### src/rtl/loa_pkg.sv
// Shared helpers for the lower-part-OR approximate adder pipeline.
package loa_pkg;

    function automatic int lp_width(input int lp_max);
        return $clog2(lp_max + 1);
    endfunction

    function automatic logic [31:0] sat_inc(input logic [31:0] v);
        return (v == 32'hFFFF_FFFF) ? v : v + 32'd1;
    endfunction

endpackage

### src/rtl/loa_stage.sv
// One pipeline slot: payload register plus valid bit, ready passed back combinationally.
module loa_stage #(
    parameter int DW = 8
) (
    input  logic          clk_i,
    input  logic          rst_i,
    input  logic          i_valid,
    output logic          o_ready,
    input  logic [DW-1:0] i_data,
    output logic          o_valid,
    input  logic          i_ready,
    output logic [DW-1:0] o_data
);
    logic          r_valid;
    logic [DW-1:0] r_data;

    assign o_ready = !r_valid || i_ready;
    assign o_valid = r_valid;
    assign o_data  = r_data;

    always_ff @(posedge clk_i) begin
        if (rst_i) begin
            r_valid <= 1'b0;
            r_data  <= '0;
        end else if (o_ready) begin
            r_valid <= i_valid;
            if (i_valid) r_data <= i_data;
        end
    end
endmodule

### src/rtl/loa_adder_pipe.sv
// Pipelined lower-part-OR approximate adder with per-transaction lower-part length
// and an on-line error monitor against the exact sum.
module loa_adder_pipe import loa_pkg::*; #(
    parameter int WIDTH  = 32,
    parameter int LP_MAX = 8,
    parameter int STAGES = 2
) (
    input  logic                          clk_i,
    input  logic                          rst_i,
    input  logic                          in_valid_i,
    output logic                          in_ready_o,
    input  logic [WIDTH-1:0]              add1_i,
    input  logic [WIDTH-1:0]              add2_i,
    input  logic [lp_width(LP_MAX)-1:0]   lp_len_i,
    output logic                          out_valid_o,
    input  logic                          out_ready_i,
    output logic [WIDTH:0]                result_o,
    output logic [WIDTH+1:0]              err_o,
    input  logic                          stat_clr_i,
    output logic [31:0]                   err_cnt_o,
    output logic [WIDTH:0]                err_max_o
);
    localparam int LW = lp_width(LP_MAX);
    localparam logic [WIDTH:0] ONE = (WIDTH+1)'(1);

    typedef struct packed {
        logic [WIDTH-1:0] a;
        logic [WIDTH-1:0] b;
        logic [LW-1:0]    l;
        logic [WIDTH:0]   psum;
        logic             carry;
    } pay_t;
    localparam int DW = $bits(pay_t);

    function automatic logic [WIDTH-1:0] lo_mask(input logic [LW-1:0] l);
        return WIDTH'((ONE << l) - ONE);
    endfunction

    // Lower OR part and the carry taken from bit L-1 (m ^ m>>1 isolates that bit).
    function automatic pay_t front(input logic [WIDTH-1:0] a, input logic [WIDTH-1:0] b,
                                   input logic [LW-1:0] l_in);
        pay_t             p;
        logic [WIDTH-1:0] m;
        p.a     = a;
        p.b     = b;
        p.l     = (l_in > LW'(LP_MAX)) ? LW'(LP_MAX) : l_in;
        m       = lo_mask(p.l);
        p.psum  = {1'b0, (a | b) & m};
        p.carry = |(a & b & (m ^ (m >> 1)));
        return p;
    endfunction

    function automatic pay_t finish(input pay_t p);
        pay_t             q;
        logic [WIDTH-1:0] hm;
        hm     = ~lo_mask(p.l);
        q      = p;
        q.psum = ({1'b0, p.a & hm} + {1'b0, p.b & hm} + ((WIDTH+1)'(p.carry) << p.l))
               | {1'b0, p.psum[WIDTH-1:0]};
        return q;
    endfunction

    logic [STAGES-1:0] w_vld_in, w_rdy_in, w_vld_out, w_rdy_out;
    pay_t [STAGES-1:0] w_din, w_dout;
    pay_t              w_last;
    logic [WIDTH:0]    w_exact, w_abs;
    logic [WIDTH+1:0]  w_err;
    logic              w_hs;
    logic [31:0]       r_cnt;
    logic [WIDTH:0]    r_max;

    for (genvar k = 0; k < STAGES; k++) begin : g_stage
        if (k == 0) begin : g_front
            assign w_vld_in[k] = in_valid_i;
            assign w_din[k]    = front(add1_i, add2_i, lp_len_i);
        end else if (k == 1) begin : g_upper
            assign w_vld_in[k] = w_vld_out[k-1];
            assign w_din[k]    = finish(w_dout[k-1]);
        end else begin : g_pass
            assign w_vld_in[k] = w_vld_out[k-1];
            assign w_din[k]    = w_dout[k-1];
        end
        if (k == STAGES-1) begin : g_rdy_last
            assign w_rdy_out[k] = out_ready_i;
        end else begin : g_rdy_mid
            assign w_rdy_out[k] = w_rdy_in[k+1];
        end
        loa_stage #(.DW(DW)) u_stage (
            .clk_i   (clk_i),
            .rst_i   (rst_i),
            .i_valid (w_vld_in[k]),
            .o_ready (w_rdy_in[k]),
            .i_data  (w_din[k]),
            .o_valid (w_vld_out[k]),
            .i_ready (w_rdy_out[k]),
            .o_data  (w_dout[k])
        );
    end

    // With a single register the upper part is finished after it instead.
    if (STAGES == 1) begin : g_out1
        assign w_last = finish(w_dout[0]);
    end else begin : g_outn
        assign w_last = w_dout[STAGES-1];
    end

    assign w_exact = {1'b0, w_last.a} + {1'b0, w_last.b};
    assign w_err   = {1'b0, w_last.psum} - {1'b0, w_exact};
    assign w_abs   = w_err[WIDTH+1] ? (WIDTH+1)'(-w_err) : w_err[WIDTH:0];
    assign w_hs    = out_valid_o & out_ready_i;

    always_ff @(posedge clk_i) begin
        if (rst_i || stat_clr_i) begin
            r_cnt <= '0;
            r_max <= '0;
        end else if (w_hs) begin
            if (w_err != '0) r_cnt <= sat_inc(r_cnt);
            if (w_abs > r_max) r_max <= w_abs;
        end
    end

    assign in_ready_o  = w_rdy_in[0];
    assign out_valid_o = w_vld_out[STAGES-1];
    assign result_o    = w_last.psum;
    assign err_o       = w_err;
    assign err_cnt_o   = r_cnt;
    assign err_max_o   = r_max;
endmodule
### config.mk
export PLATFORM = sky130hd
export DESIGN_NAME = loa_adder_pipe
export DESIGN_NICKNAME = d
export VERILOG_FILES = /design/src/rtl/loa_pkg.sv /design/src/rtl/loa_stage.sv /design/src/rtl/loa_adder_pipe.sv
export SDC_FILE = /design/constraint.sdc
export NUM_CORES = 1
export LEC_CHECK = 0
export ABC_CLOCK_PERIOD_IN_PS = 11400
export CORE_MARGIN = 3
export CORE_UTILIZATION = 28
export DETAILED_ROUTE_END_ITERATION = 7
export SLEW_MARGIN = 20
export SYNTH_ARGS = -nofsm -noshare
export SYNTH_HDL_FRONTEND = slang
export SYNTH_SLANG_ARGS = --single-unit
export TNS_END_PERCENT = 50
### constraint.sdc
create_clock -name clk_i -period 11.4 [get_ports clk_i]
set_input_delay 1.71 -clock clk_i [delete_from_list [all_inputs] [get_ports clk_i]]
set_output_delay 1.71 -clock clk_i [all_outputs]
set_load 0.01 [all_outputs]
## After elaboration in Yosys (flattened, before gate mapping)

Index checks and enable logic that the tools add are counted.

- Register bits after elaboration: 270
- Bits in latches: 0
- Memory bits (writable): 0
- ROM bits: 0
- Input bits: 73
- Logic and storage cells: 44
- Memories kept: 0

- Add/subtract/negate cells: 8
- $mul: 0
- Divide/modulo/power cells: 0
- Magnitude comparators: 2
- Eq/ne operators: 1
- Shift operators: 3
- Mux-type cells: 2
- Bitwise operators: 11
- Reduce and logical (&&, ||, !) cells: 11

Operators by type and width:

| operator | count |
|---|---|
| $and A32 B32 Y32 | 5 |
| $add A32 B32 Y33 | 2 |
| $shl A1 B4 Y32 const A | 2 |
| $sub A32 B1 Y32 const B | 2 |
| $reduce_bool A34 Y1 | 1 |
| $sub A33 B33 Y34 | 1 |
| $add A33 B33 Y33 | 1 |
| $gt A33 B33 Y1 | 1 |
| $mux W33 | 1 |
| $neg A33 Y33 | 1 |
| $or A33 B32 Y33 | 1 |
| $shl A1 B4 Y33 | 1 |
| $add A32 B1 Y32 const B | 1 |
| $eq A32 B32 Y1 const B | 1 |
| $not A32 Y32 | 1 |
| $or A32 B32 Y32 | 1 |
| $reduce_or A32 Y1 | 1 |
| $xor A32 B31 Y32 | 1 |
| $reduce_and A2 Y1 | 3 |
| $gt A4 B4 Y1 const B | 1 |
| $mux W4 | 1 |
| $logic_or A1 B1 Y1 | 3 |
| $reduce_and A3 Y1 | 1 |
| $logic_not A1 Y1 | 2 |
| other kinds (2) | 2 |

## Longest topological paths before layout

Gate-level depths: netlist (run 1).

- Depth after elaboration: 7
- Mapped depth: 28
- Depth with buffers taken out: 26

## Cells and area by module

Synthesis (run 1) repeated with hierarchy kept, for this count alone.

- Cells, all modules: 2436
- Area, all modules: 20314.5 um^2

By module, submodules not included:

| module | times used | cells an instance | area each (um^2) |
|---|---|---|---|
| loa_adder_pipe | 1 | 1498 | 11233.3 |
| loa_stage | 2 | 469 | 4540.6 |

## Worst setup path before layout (run 1)

No wires, ideal clock.

- Kind: flip-flop to flip-flop
- Start: reg g_stage[1].u_stage.r_data[38]
- End: reg r_max[18] (netlist: err_max_o[18])
- Setup time: 86 ps
- Arrival time: 6242 ps
- Required time: 11314 ps
- Setup slack: 5072 ps
- Stages on the path, launching flop included: 28
- Buffers on the path: 1
- Cells stage by stage: dfxtp_1 > inv_1 > fa_1 > inv_1 > ha_1 > or2_2 > fa_1 > a211oi_2 > o21bai_1 > a2111o_1 > a31o_2 > xor2_2 > or4_4 > nor4_4 > nand2_2 > o41ai_1 > xnor2_1 > ha_1 > nand4_1 > nor2_1 > nand2_1 > nor4_1 > a21oi_1 > o21a_1 > clkinv_1 > clkbuf_1 > nor2_1 > a211oi_1

- Cells in the longest elaborated chain, start to end: 6

RTL lines:

| what | RTL line | text |
|---|---|---|
| start: declaration | loa_stage.sv:15 | `logic [DW-1:0] r_data;` |
| start signal: assignment | loa_stage.sv:27 | `if (i_valid) r_data <= i_data;` |
| $add A32 B32 Y33 | loa_adder_pipe.sv:107 | `assign w_exact = {1'b0, w_last.a} + {1'b0, w_last.b};` |
| $sub A33 B33 Y34 | loa_adder_pipe.sv:108 | `assign w_err = {1'b0, w_last.psum} - {1'b0, w_exact};` |
| named net err_o[16] | loa_adder_pipe.sv:18 | `output logic [WIDTH+1:0] err_o,` |
| $neg A33 Y33 | loa_adder_pipe.sv:109 | `assign w_abs = w_err[WIDTH+1] ? (WIDTH+1)'(-w_err) : w_err[WIDTH:0];` |
| $mux W33 | loa_adder_pipe.sv:109 |  |
| named net w_abs[32] | loa_adder_pipe.sv:66 | `logic [WIDTH:0] w_exact, w_abs;` |
| $gt A33 B33 Y1 | loa_adder_pipe.sv:118 | `if (w_abs > r_max) r_max <= w_abs;` |
| $reduce_and A2 Y1 (no line) | - |  |
| end signal: assignment | loa_adder_pipe.sv:118 |  |
| end: declaration | loa_adder_pipe.sv:70 | `logic [WIDTH:0] r_max;` |

The timed path passes the listed nets, and every way through them passes these cells.
A chain may end at the register's enable or synchronous reset.

## Final worst setup path (run 1)

- Start: reg g_stage[1].u_stage.r_data[1]
- End: reg r_max[32] (netlist: err_max_o[32])

- Cells in the longest elaborated chain, start to end: 5

RTL lines:

| what | RTL line |
|---|---|
| $sub A33 B33 Y34 (*) | loa_adder_pipe.sv:108 |
| $neg A33 Y33 | loa_adder_pipe.sv:109 |
| $mux W33 (*) | loa_adder_pipe.sv:109 |
| named net w_abs[32] | loa_adder_pipe.sv:66 |
| $gt A33 B33 Y1 | loa_adder_pipe.sv:118 |
| $reduce_and A2 Y1 (no line) | - |

The timed path passes the listed nets; every way through them passes the cells marked *.

==> results of run 1 <==
## power by group
group | switching (uW) | internal (uW) | leakage [uW]
Clock | 436 | 707 | 0.000572
Combinational | 852 | 609 | 0.00530
Sequential | 38.1 | 962 | 0.00216
## area by class of cell
class / count / area (um^2) / area share, %
flip-flops and latches: 265 / 5305 / 25.31
clock buffers: 37 / 838.3 / 3.999
inverters: 156 / 585.6 / 2.793
repair buffers: 219 / 2161 / 10.31
multi-input cells: 1701 / 10710 / 51.09
clock inverters: 20 / 327.8 / 1.564
well taps: 828 / 1036 / 4.942
## stage by stage
| step | area (um^2) | utilization (%) | power, uW | hold WS (ps) | setup WS [ps] |
|---|---|---|---|---|---|
| 6_report | 20960 | 34.41 | 3604 | 452.8 | 4164 |
| 5_1_grt | 20960 | 34.41 | 3830 | 476.6 | 3479 |
| 4_1_cts | 20960 | 34.41 | 3631 | 455.3 | 4088 |
| 3_5_place_dp | 19800 | 32.50 | 2477 | 446.5 | 4147 |
| 3_3_place_gp | 19800 | 32.50 | 2479 | 442.7 | 4212 |
| 2_1_floorplan | 17380 | - | 1971 | 430.5 | 5072 |
## logic make-up (layout without fill, tap and decap cells)
kind of cell	Yosys count	count (layout)	synth area share, %
buffers and inverters	327	432	7.963
multiplexers	6	6	0.3600
AND/OR/NAND/NOR	894	894	23.62
other	2	2	0.04322
adder cells (fa/ha/maj)	170	170	14.36
XOR/XNOR	90	90	4.579
AO/OA/AOI/OAI	539	539	18.55
flip-flops	265	265	30.53
## worst register-to-register path: stages, from the launching register on
cell and delay [ps]:
dfxtp_1 340, fa_1 560, inv_1 50, ha_1 170
or2_2 290, fa_1 440, a211oi_2 330, o21bai_1 160
a2111o_1 460, a31o_2 270, xor2_2 200, or4_4 580
nor4_4 470, nand2_2 150, o41ai_1 330, xnor2_1 160
ha_1 320, nand4_1 90, nor2_1 170, nand2_1 90
o21ai_0 160, o21a_1 150, clkinv_1 690, o211a_1 510
## synth_stat cells, drive strengths merged, types with 23 or more instances
library cell,number
clkbuf,124
xnor2,64
fa,49
xor2,26
inv,155
o31ai,24
and2,29
ha,121
and3,25
a211oi,23
nor2b,29
o21ai,79
nand3,39
dfxtp,265
a21o,33
nor2,157
buf,47
nand2,412
a21oi,275
nand4,33
nor3,86
## metal layers
| layer | wire length [um] | global-route usage, % |
|---|---|---|
| met5 | 0 | 0 |
| met4 | 1071 | 3.290 |
| met3 | 3690 | 3.516 |
| met2 | 23610 | 25.08 |
| met1 | 25730 | 22.76 |
## flip-flops by register name, summed over array words and instances (netlist names)
| register | flops |
|---|---|
| g_stage.u_stage.o_data | 198 |
| err_cnt_o | 32 |
| err_max_o | 33 |
| g_stage.u_stage.o_valid | 2 |
## final timing paths
path / startpoint / endpoint / slack (ps) / cells after the start
worst max-delay path: g_stage[1].u_stage.o_data[1] / err_max_o[32] / 4160 / 23
worst min-delay path: g_stage[1].u_stage.o_data[48] / g_stage[1].u_stage.o_data[48] / 450 / 2
worst max register to register: g_stage[1].u_stage.o_data[1] / err_max_o[32] / 4160 / 23
worst min register to register: g_stage[1].u_stage.o_data[48] / g_stage[1].u_stage.o_data[48] / 450 / 2
==> metrics, run 1 <==
global-route wire length before repair 82,950 um; worst hold path class reg -> reg; final setup TNS 0 ps; Vias/cell 4.849; Skew-Pair Late Insertion Delay roughly 600 ps; CTS sink cnt 265; grt ovf 0; Slowest cell on crit path clkinv_1; static leakage about 0.0080 uW; Fill cells 6,431; post-synthesis sequential area ratio 30.53%; yosys warns 0; Residual DRC 0; Crit path max-delay family compound AO/OA/AOI/OAI gates; Detailed Route Iter0 Violations about 1,100; layout cells sized above 1 3.962%; Die Ht 255.1 um; vias in the first global route 14,500; Non-Filler Instances 3,226; Post-DP HPWL 42,000 um; Pre-Repair DR Iteration Count 5; hold buffer count at cts 0; Die Footprint 65,090 um^2; CP max FO 34; Slew Limit Fails 0; P&R area growth vs syn 20.63%; I/O pin cnt ~210; clk_skew 32.94 ps; CTS Root Cell clkbuf_16; fin nets 2,617; Pwr Density roughly 170 nW/um^2; critical path endpoint category flip-flop; # rows 90; Max Root-Sink Buffers 3; core area 60,920 um^2; Worst Setup Path Type reg -> reg; synthesized area approximately 17,000 um^2; # port buffers between 200 and 250; Avg WL per Cell ~17 um; diode count 0; commonest cells after routing, fill and taps aside 410 x nand2_1, 275 x a21oi_1, 265 x dfxtp_1; syn avg cell area ~7.6 um^2; Post-synth ARST share 0%; area leader, netlist dfxtp_1; outcome finished clean; post-cts resize count 0; crit path cell chain fa_1 -> inv_1 -> ha_1 -> or2_2 -> fa_1 -> a211oi_2 -> o21bai_1 -> a2111o_1 -> a31o_2 -> xor2_2 -> or4_4 -> nor4_4 -> nand2_2 -> o41ai_1 -> xnor2_1 -> ha_1 -> nand4_1 -> nor2_1 -> nand2_1 -> o21ai_0 -> o21a_1 -> clkinv_1 -> o211a_1; setup repair after global routing missed its margin false; die width between 200 and 300 um; CP Launch Type flip-flop; Initial Util 28.53%; fmax between 100 and 150 MHz; Cell variety after synth 76; CTS tree built; Least-Margin Pin Slew 1049 ps; gpl congestion 0.8575; H-Tree Depth 1; GRT Util Overall 16.05%; max-cap violation count 0; Final Hold Viols 0; Post-CTS Setup Inserts 0; Critical Path RT around 12,000 ps; Mapped Nets between 2,000 and 3,000; via count 15,640; max incr delay on CP 690 ps; Detail Route Antenna Nets 0; largest net degree at the start of global routing 99; Critical Path AT around 7700 ps; period utilisation layout 63.47%; slew margin rel. 30.04%; Yosys reg bits 265; Post-synth EDFFs 0; Top FF cell, synth dfxtp_1; Worst Path Buf+Inv 2; CTS Buf Count 31; most common cell after layout, fill and taps aside nand2_1; top-area cell type share of the netlist area 30.53%; DP Cell Count 3,169; Routed WL 54,100 um; cell count after synthesis 2,293; Clock transition at path regs 60 ps; main area contributors after synthesis dfxtp_1 31%, nand2_1 8.9%, ha_1 8.7%; min Tclk post-route 7236 ps; initial antenna violation count 0; setup violators final 0; VDD IR max 0.1047 mV
(Power assumes the default switching activity.)
==> run 2, diff against run 1 <==
--- a/config.mk
+++ b/config.mk
@@ -5,7 +5,7 @@
 export SDC_FILE = /design/constraint.sdc
 export NUM_CORES = 1
 export LEC_CHECK = 0
-export ABC_CLOCK_PERIOD_IN_PS = 11400
+export ABC_CLOCK_PERIOD_IN_PS = 7200
 export CORE_MARGIN = 3
 export CORE_UTILIZATION = 28
 export DETAILED_ROUTE_END_ITERATION = 7
==> constraint.sdc (replaced) <==
create_clock -name clk_i -period 7.2 [get_ports clk_i]
set_input_delay 1.08 -clock clk_i [delete_from_list [all_inputs] [get_ports clk_i]]
set_output_delay 1.08 -clock clk_i [all_outputs]
set_load 0.01 [all_outputs]
==> run 2 against run 1 <==
Net effect:
- core utilization about the same
- critical path depth increased by 3
- first-iteration DRC count decreased by 4.2%
- clock skew increased by 20 ps
- cell area about the same
- die area unchanged
- worst setup slack got worse by 3700 ps
- fmax increased by 6.8%
- count of clock-buffer cells in the layout increased by 6
- largest cell class unchanged
==> metrics, run 2 (synthesis gave the netlist of run 1 again) <==
Die Ht 255.1 um (unchanged); CTS sink cnt 265 (unchanged); outcome finished clean (unchanged); fin nets 2,626 (was 2,617); Slew Limit Fails 0 (unchanged); initial antenna violation count 1 (was 0); Avg WL per Cell 16.55 um (was 16.77 um); most common cell after layout, fill and taps aside nand2_1 (unchanged); via count 15,800 (was 15,640); Critical Path RT 7680 ps (was 11,860 ps); Detail Route Antenna Nets 0 (unchanged); CTS Buf Count 30 (was 31); critical path endpoint category flip-flop (unchanged); VDD IR max 0.2225 mV (was 0.1047 mV); largest net degree at the start of global routing 97 (was 99); H-Tree Depth 1 (unchanged); max-cap violation count 0 (unchanged); commonest cells after routing, fill and taps aside 410 x nand2_1, 275 x a21oi_1, 265 x dfxtp_1 (unchanged); CP Launch Type flip-flop (unchanged); Detailed Route Iter0 Violations 1,086 (was 1,134); CTS Root Cell clkbuf_16 (unchanged); Initial Util 28.53% (unchanged); min Tclk post-route 6777 ps (was 7236 ps); vias in the first global route 14,750 (was 14,500); fin util 34.39% (was 34.41%); Routed WL 53,530 um (was 54,100 um); Max Root-Sink Buffers 3 (unchanged); Vias/cell 4.885 (was 4.849); Non-Filler Instances 3,235 (was 3,226); clk_skew 52.71 ps (was 32.94 ps); Pre-Repair DR Iteration Count 6 (was 5); max FFs per register 198 (unchanged); layout cells sized above 1 4.241% (was 3.962%); core area 60,920 um^2 (unchanged); slew margin rel. 28.18% (was 30.04%); worst hold path class reg -> reg (unchanged); static leakage 0.008013 uW (was 0.008030 uW); Residual DRC 0 (unchanged); Clock transition at path regs 60 ps (about the same); # rows 90 (unchanged); Least-Margin Pin Slew 1077 ps (was 1049 ps); period utilisation layout 94.12% (was 63.47%); CTS tree built (unchanged); # port buffers 206 (unchanged); Die Footprint 65,090 um^2 (unchanged); DP Cell Count 3,176 (was 3,169); Worst Setup Path Type reg -> reg (unchanged); fmax 147.6 MHz (was 138.2 MHz); Pwr Density 264.4 nW/um^2 (was 171.9 nW/um^2); Post-DP HPWL 41,760 um (was 42,000 um); Final Hold Viols 0 (unchanged); global-route wire length before repair 83,470 um (was 82,950 um); setup violators final 0 (unchanged); I/O pin cnt 207 (unchanged); Skew-Pair Late Insertion Delay 610 ps (was 600 ps); die width 255.1 um (unchanged); gpl congestion 0.8549 (was 0.8575); CP max FO 30 (was 34); Fill cells 6,451 (was 6,431); hold buffer count at cts 0 (unchanged); Critical Path AT 7260 ps (was 7700 ps); grt ovf 0 (unchanged); GRT Util Overall 16.04% (was 16.05%); P&R area growth vs syn 20.56% (was 20.63%)
[run 2: final timing paths]
kind | startpoint | to | slack [ps] | cells after the start
hold / removal | g_stage[1].u_stage.o_data[67] | g_stage[1].u_stage.o_data[67] | 450 | 2
hold reg to reg | g_stage[1].u_stage.o_data[67] | g_stage[1].u_stage.o_data[67] | 450 | 2
setup / recovery | g_stage[1].u_stage.o_data[1] | err_max_o[21] | 420 | 26
setup reg to reg | g_stage[1].u_stage.o_data[1] | err_max_o[21] | 420 | 26
[run 2: per-layer routing]
metal / vias up / wire length (um) / GRT usage (%)
met5: - / 0 / 0
met4: 0 / 745 / 2.704
met3: 42 / 3696 / 3.455
met2: 409 / 23860 / 25.75
met1: 7356 / 25230 / 22.44
li1: 7996 / - / -
[run 2: worst max-delay path: stages, from the launching register on]
cell      delay, ps
dfxtp_1         340
fa_1            560
inv_1            50
ha_1            170
or2_2           280
fa_1            460
a211oi_4        320
o21bai_1        140
a2111o_1        460
a31o_2          270
xor2_2          160
or4_4           560
or3_1           400
o31ai_1         300
xnor2_1         200
ha_1            290
a21o_1          160
a21o_1          170
a21oi_1         130
o21ai_0          90
a21oi_1         150
o21ai_0          90
o21a_1          190
clkinv_1        100
buf_4           300
nor2_1           70
a211oi_1        210
[run 2: report_power, final]
part           internal (uW)  total, uW  leakage [uW]  switching, uW
clock                    966       1620      0.000505            658
sequential              1520       1590       0.00216           62.9
combinational            984       2330       0.00535           1350
total                   3470       5540       0.00801           2070
[run 2: timing repair]
item                                    in CTS  in global routing
gates resized for setup                      0                  2
setup buffers                                0                  3
endpoints found under the setup margin       0                 23
[run 2: per-stage QoR]
step | area (um^2) | hold slack (ps) | setup WS, ps | total power [uW] | setup TNS, ps
3_3_place_gp | 19850 | 443.0 | 431.7 | 3946 | 0
5_1_grt | 20950 | 467.2 | -0.4778 | 5926 | -0.4778
3_5_place_dp | 19850 | 444.2 | 297.1 | 3945 | 0
2_1_floorplan | 17380 | 430.5 | 872.2 | 3121 | 0
6_report | 20950 | 452.5 | 423.2 | 5540 | 0
4_1_cts | 20910 | 454.2 | 204.3 | 5587 | 0
[run 2: area by class of cell]
class | instances | area, um^2 | area share, %
repair buffers | 229 | 2236 | 10.67
flip-flops and latches | 265 | 5305 | 25.32
well taps | 828 | 1036 | 4.945
clock inverters | 11 | 168.9 | 0.8062
multi-input cells | 1701 | 10730 | 51.19
clock buffers | 43 | 889.6 | 4.246
diodes | 2 | 5.005 | 0.02389
inverters | 156 | 585.6 | 2.795
==> run 3, diff against run 2 <==
--- a/config.mk
+++ b/config.mk
@@ -5,7 +5,8 @@
 export SDC_FILE = /design/constraint.sdc
 export NUM_CORES = 1
 export LEC_CHECK = 0
-export ABC_CLOCK_PERIOD_IN_PS = 7200
+export ABC_CLOCK_PERIOD_IN_PS = 6500
+export CAP_MARGIN = 20
 export CORE_MARGIN = 3
 export CORE_UTILIZATION = 28
 export DETAILED_ROUTE_END_ITERATION = 7
==> constraint.sdc (replaced) <==
create_clock -name clk_i -period 6.5 [get_ports clk_i]
set_input_delay 0.975 -clock clk_i [delete_from_list [all_inputs] [get_ports clk_i]]
set_output_delay 0.975 -clock clk_i [all_outputs]
set_load 0.01 [all_outputs]
==> run 3 against run 2 <==
Net effect:
- total power rose by 14%
- non-clock buffer count rose by 29
- worst setup slack got worse by 180 ps
==> metrics, run 3 (synthesis gave the netlist of run 1 again) <==
outcome finished clean (unchanged); Hold Crit Depth 2 (unchanged); I/O pin cnt 207 (unchanged); CTS tree built (unchanged); Clock transition at path regs 60 ps (about the same); largest net degree at the start of global routing 80 (was 97); critical path endpoint category flip-flop (unchanged); Post-DP HPWL 42,400 um (was 41,760 um); hold endpoint g_stage[1].u_stage.o_data[69] (was g_stage[1].u_stage.o_data[67]); clk_skew 22.82 ps (was 52.71 ps); CTS Buf Count 31 (was 30); grt ovf 0 (unchanged); Sw Pwr 2365 uW (was 2067 uW); worst reg2reg path startpoint g_stage[1].u_stage.o_data[38] (was g_stage[1].u_stage.o_data[1]); Least-Margin Pin Slew 854.8 ps (was 1077 ps); commonest cells after routing, fill and taps aside 410 x nand2_1, 274 x a21oi_1, 264 x dfxtp_1 (was 410 x nand2_1, 275 x a21oi_1, 265 x dfxtp_1); slew margin rel. 42.80% (was 28.18%); hold buffer count at cts 0 (unchanged); Vias/cell 4.874 (was 4.885); reg-to-reg slack, setup 240 ps (was 420 ps); fmax 159.8 MHz (was 147.6 MHz); VDD IR max 0.1971 mV (was 0.2225 mV); final setup TNS 0 ps (unchanged); via count 15,910 (was 15,800); worst slack, placed 7.964 ps (was 297.1 ps); Skew-Pair Late Insertion Delay 600 ps (was 610 ps); core area 60,920 um^2 (unchanged); CTS sink cnt 265 (unchanged); P&R area growth vs syn 22.56% (was 20.56%); most common cell after layout, fill and taps aside nand2_1 (unchanged); Critical Path RT 7000 ps (was 7680 ps); Final Hold Viols 0 (unchanged); Routed WL 54,560 um (was 53,530 um); global-route wire length before repair 84,180 um (was 83,470 um); max FFs per register 198 (unchanged); CTS Root Cell clkbuf_16 (unchanged); Die Ht 255.1 um (unchanged); H-Tree Depth 1 (unchanged); # port buffers 206 (unchanged); Die Footprint 65,090 um^2 (unchanged); CP Launch Type flip-flop (unchanged); static leakage 0.008195 uW (was 0.008013 uW); worst hold path class reg -> reg (unchanged); Pwr Density 296.2 nW/um^2 (was 264.4 nW/um^2); Gate power share 44.2% (was 42.1%); initial antenna violation count 2 (was 1); r2r worst-path depth 27 (was 26); max incr delay on CP 530 ps (was 560 ps); Int Pwr 3943 uW (was 3473 uW); Avg WL per Cell 16.71 um (was 16.55 um); Slowest cell on crit path or4_4 (was fa_1); vias in the first global route 14,900 (was 14,750); Slew Limit Fails 0 (unchanged); final setup margin 243.2 ps (was 423.2 ps); RR Endpoint err_max_o[17] (was err_max_o[21]); Initial Util 28.53% (unchanged); Detail Route Antenna Nets 0 (unchanged); gpl congestion 0.8739 (was 0.8549); setup violators final 0 (unchanged); CP max FO 8 (was 30); Detailed Route Iter0 Violations 1,149 (was 1,086); layout cells sized above 1 6.037% (was 4.241%); Sw Share 37.49% (was 37.31%); Worst Setup Path Type reg -> reg (unchanged); max-cap violation count 0 (unchanged); GRT Util Overall 16.18% (was 16.04%); Max Root-Sink Buffers 3 (unchanged); hold path start g_stage[1].u_stage.o_data[69] (was g_stage[1].u_stage.o_data[67]); period utilisation layout 96.26% (was 94.12%); # rows 90 (unchanged); Pre-Repair DR Iteration Count 5 (was 6); Residual DRC 0 (unchanged); Clock Power Share 27.9% (was 29.3%); share of power burned in registers 27.8% (was 28.6%); min Tclk post-route 6257 ps (was 6777 ps); die width 255.1 um (unchanged); Critical Path AT 6750 ps (was 7260 ps); fin nets 2,656 (was 2,626)
run 3: cell count changes in the layout (fill, tap and decap cells not counted), sizes merged:
cell      change
clkinv        +1
inv           +2
clkbuf        +1
buf          +27
clkinvlp      -1
run 3: what timing repair did:
item                       4_1_cts  5_1_grt
resized for setup                1       24
setup buffers                    0        4
pin swaps                        0       18
gates cloned                     0        2
setup endpoints to repair       10       34
run 3: power by group through the flow:
stage          combinational (uW)  sequential [uW]  clock [uW]
5_1_grt                      3080             1770        1870
6_report                     2790             1760        1760
4_1_cts                      2690             1760        1810
3_5_place_dp                 2680             1790           0
2_1_floorplan                1690             1760           0
3_3_place_gp                 2680             1790           0
run 3: cell type report:
type                    instances  area (um^2)
fillers                      6476        39620
multi-input cells            1701        10820
inverters                     156        585.6
clock inverters                13        162.7
flip-flops and latches        265         5306
well taps                     828         1036
clock buffers                  42        847.1
repair buffers                258         2534
diodes                          2        5.005
run 3: worst max-delay path by stage:
stage,from,end,slack [ps],cells past startpoint
floorplan,g_stage[1].u_stage.o_data[38],err_max_o[18],170,27
global placement,g_stage[1].u_stage.o_data[38],err_max_o[24],110,27
detailed placement,g_stage[1].u_stage.o_data[38],err_max_o[26],8,27
CTS,g_stage[1].u_stage.o_data[38],err_max_o[26],30,27
global route,g_stage[1].u_stage.o_data[38],err_max_o[17],-40,26
finish,g_stage[1].u_stage.o_data[38],err_max_o[17],240,27
run 3: worst max-delay path, delay by kind of cell (launching register included):
family	cells	cell delay (ps)
compound gates	13	2490
buf+inv	4	440
flops	1	330
simple gates	4	1290
xor+xnor	2	270
fa+ha+maj	4	1370
run 3: metrics by stage:
stage	utilization, %	total power, uW	hold WS (ps)	cell area [um^2]	cells
floorplan	-	3457	430.5	17380	2293
global placement	32.93	4471	442.9	20060	3201
detailed placement	32.93	4470	445.3	20060	3201
CTS	34.60	6252	454.4	21080	3256
global route	34.95	6718	468.8	21290	3263
finish	34.96	6308	452.3	21300	3265
run 3: metal layers:
metal / routed length, um / track usage (%) / part of all wire (%) / vias up
met1: 25490 / 22.44 / 47 / 7434
met3: 3539 / 3.292 / 6.5 / 57
met2: 24590 / 26.32 / 45 / 368
li1: - / - / - / 8053
met5: 0 / 0 / 0 / -
met4: 943 / 2.851 / 1.7 / 0
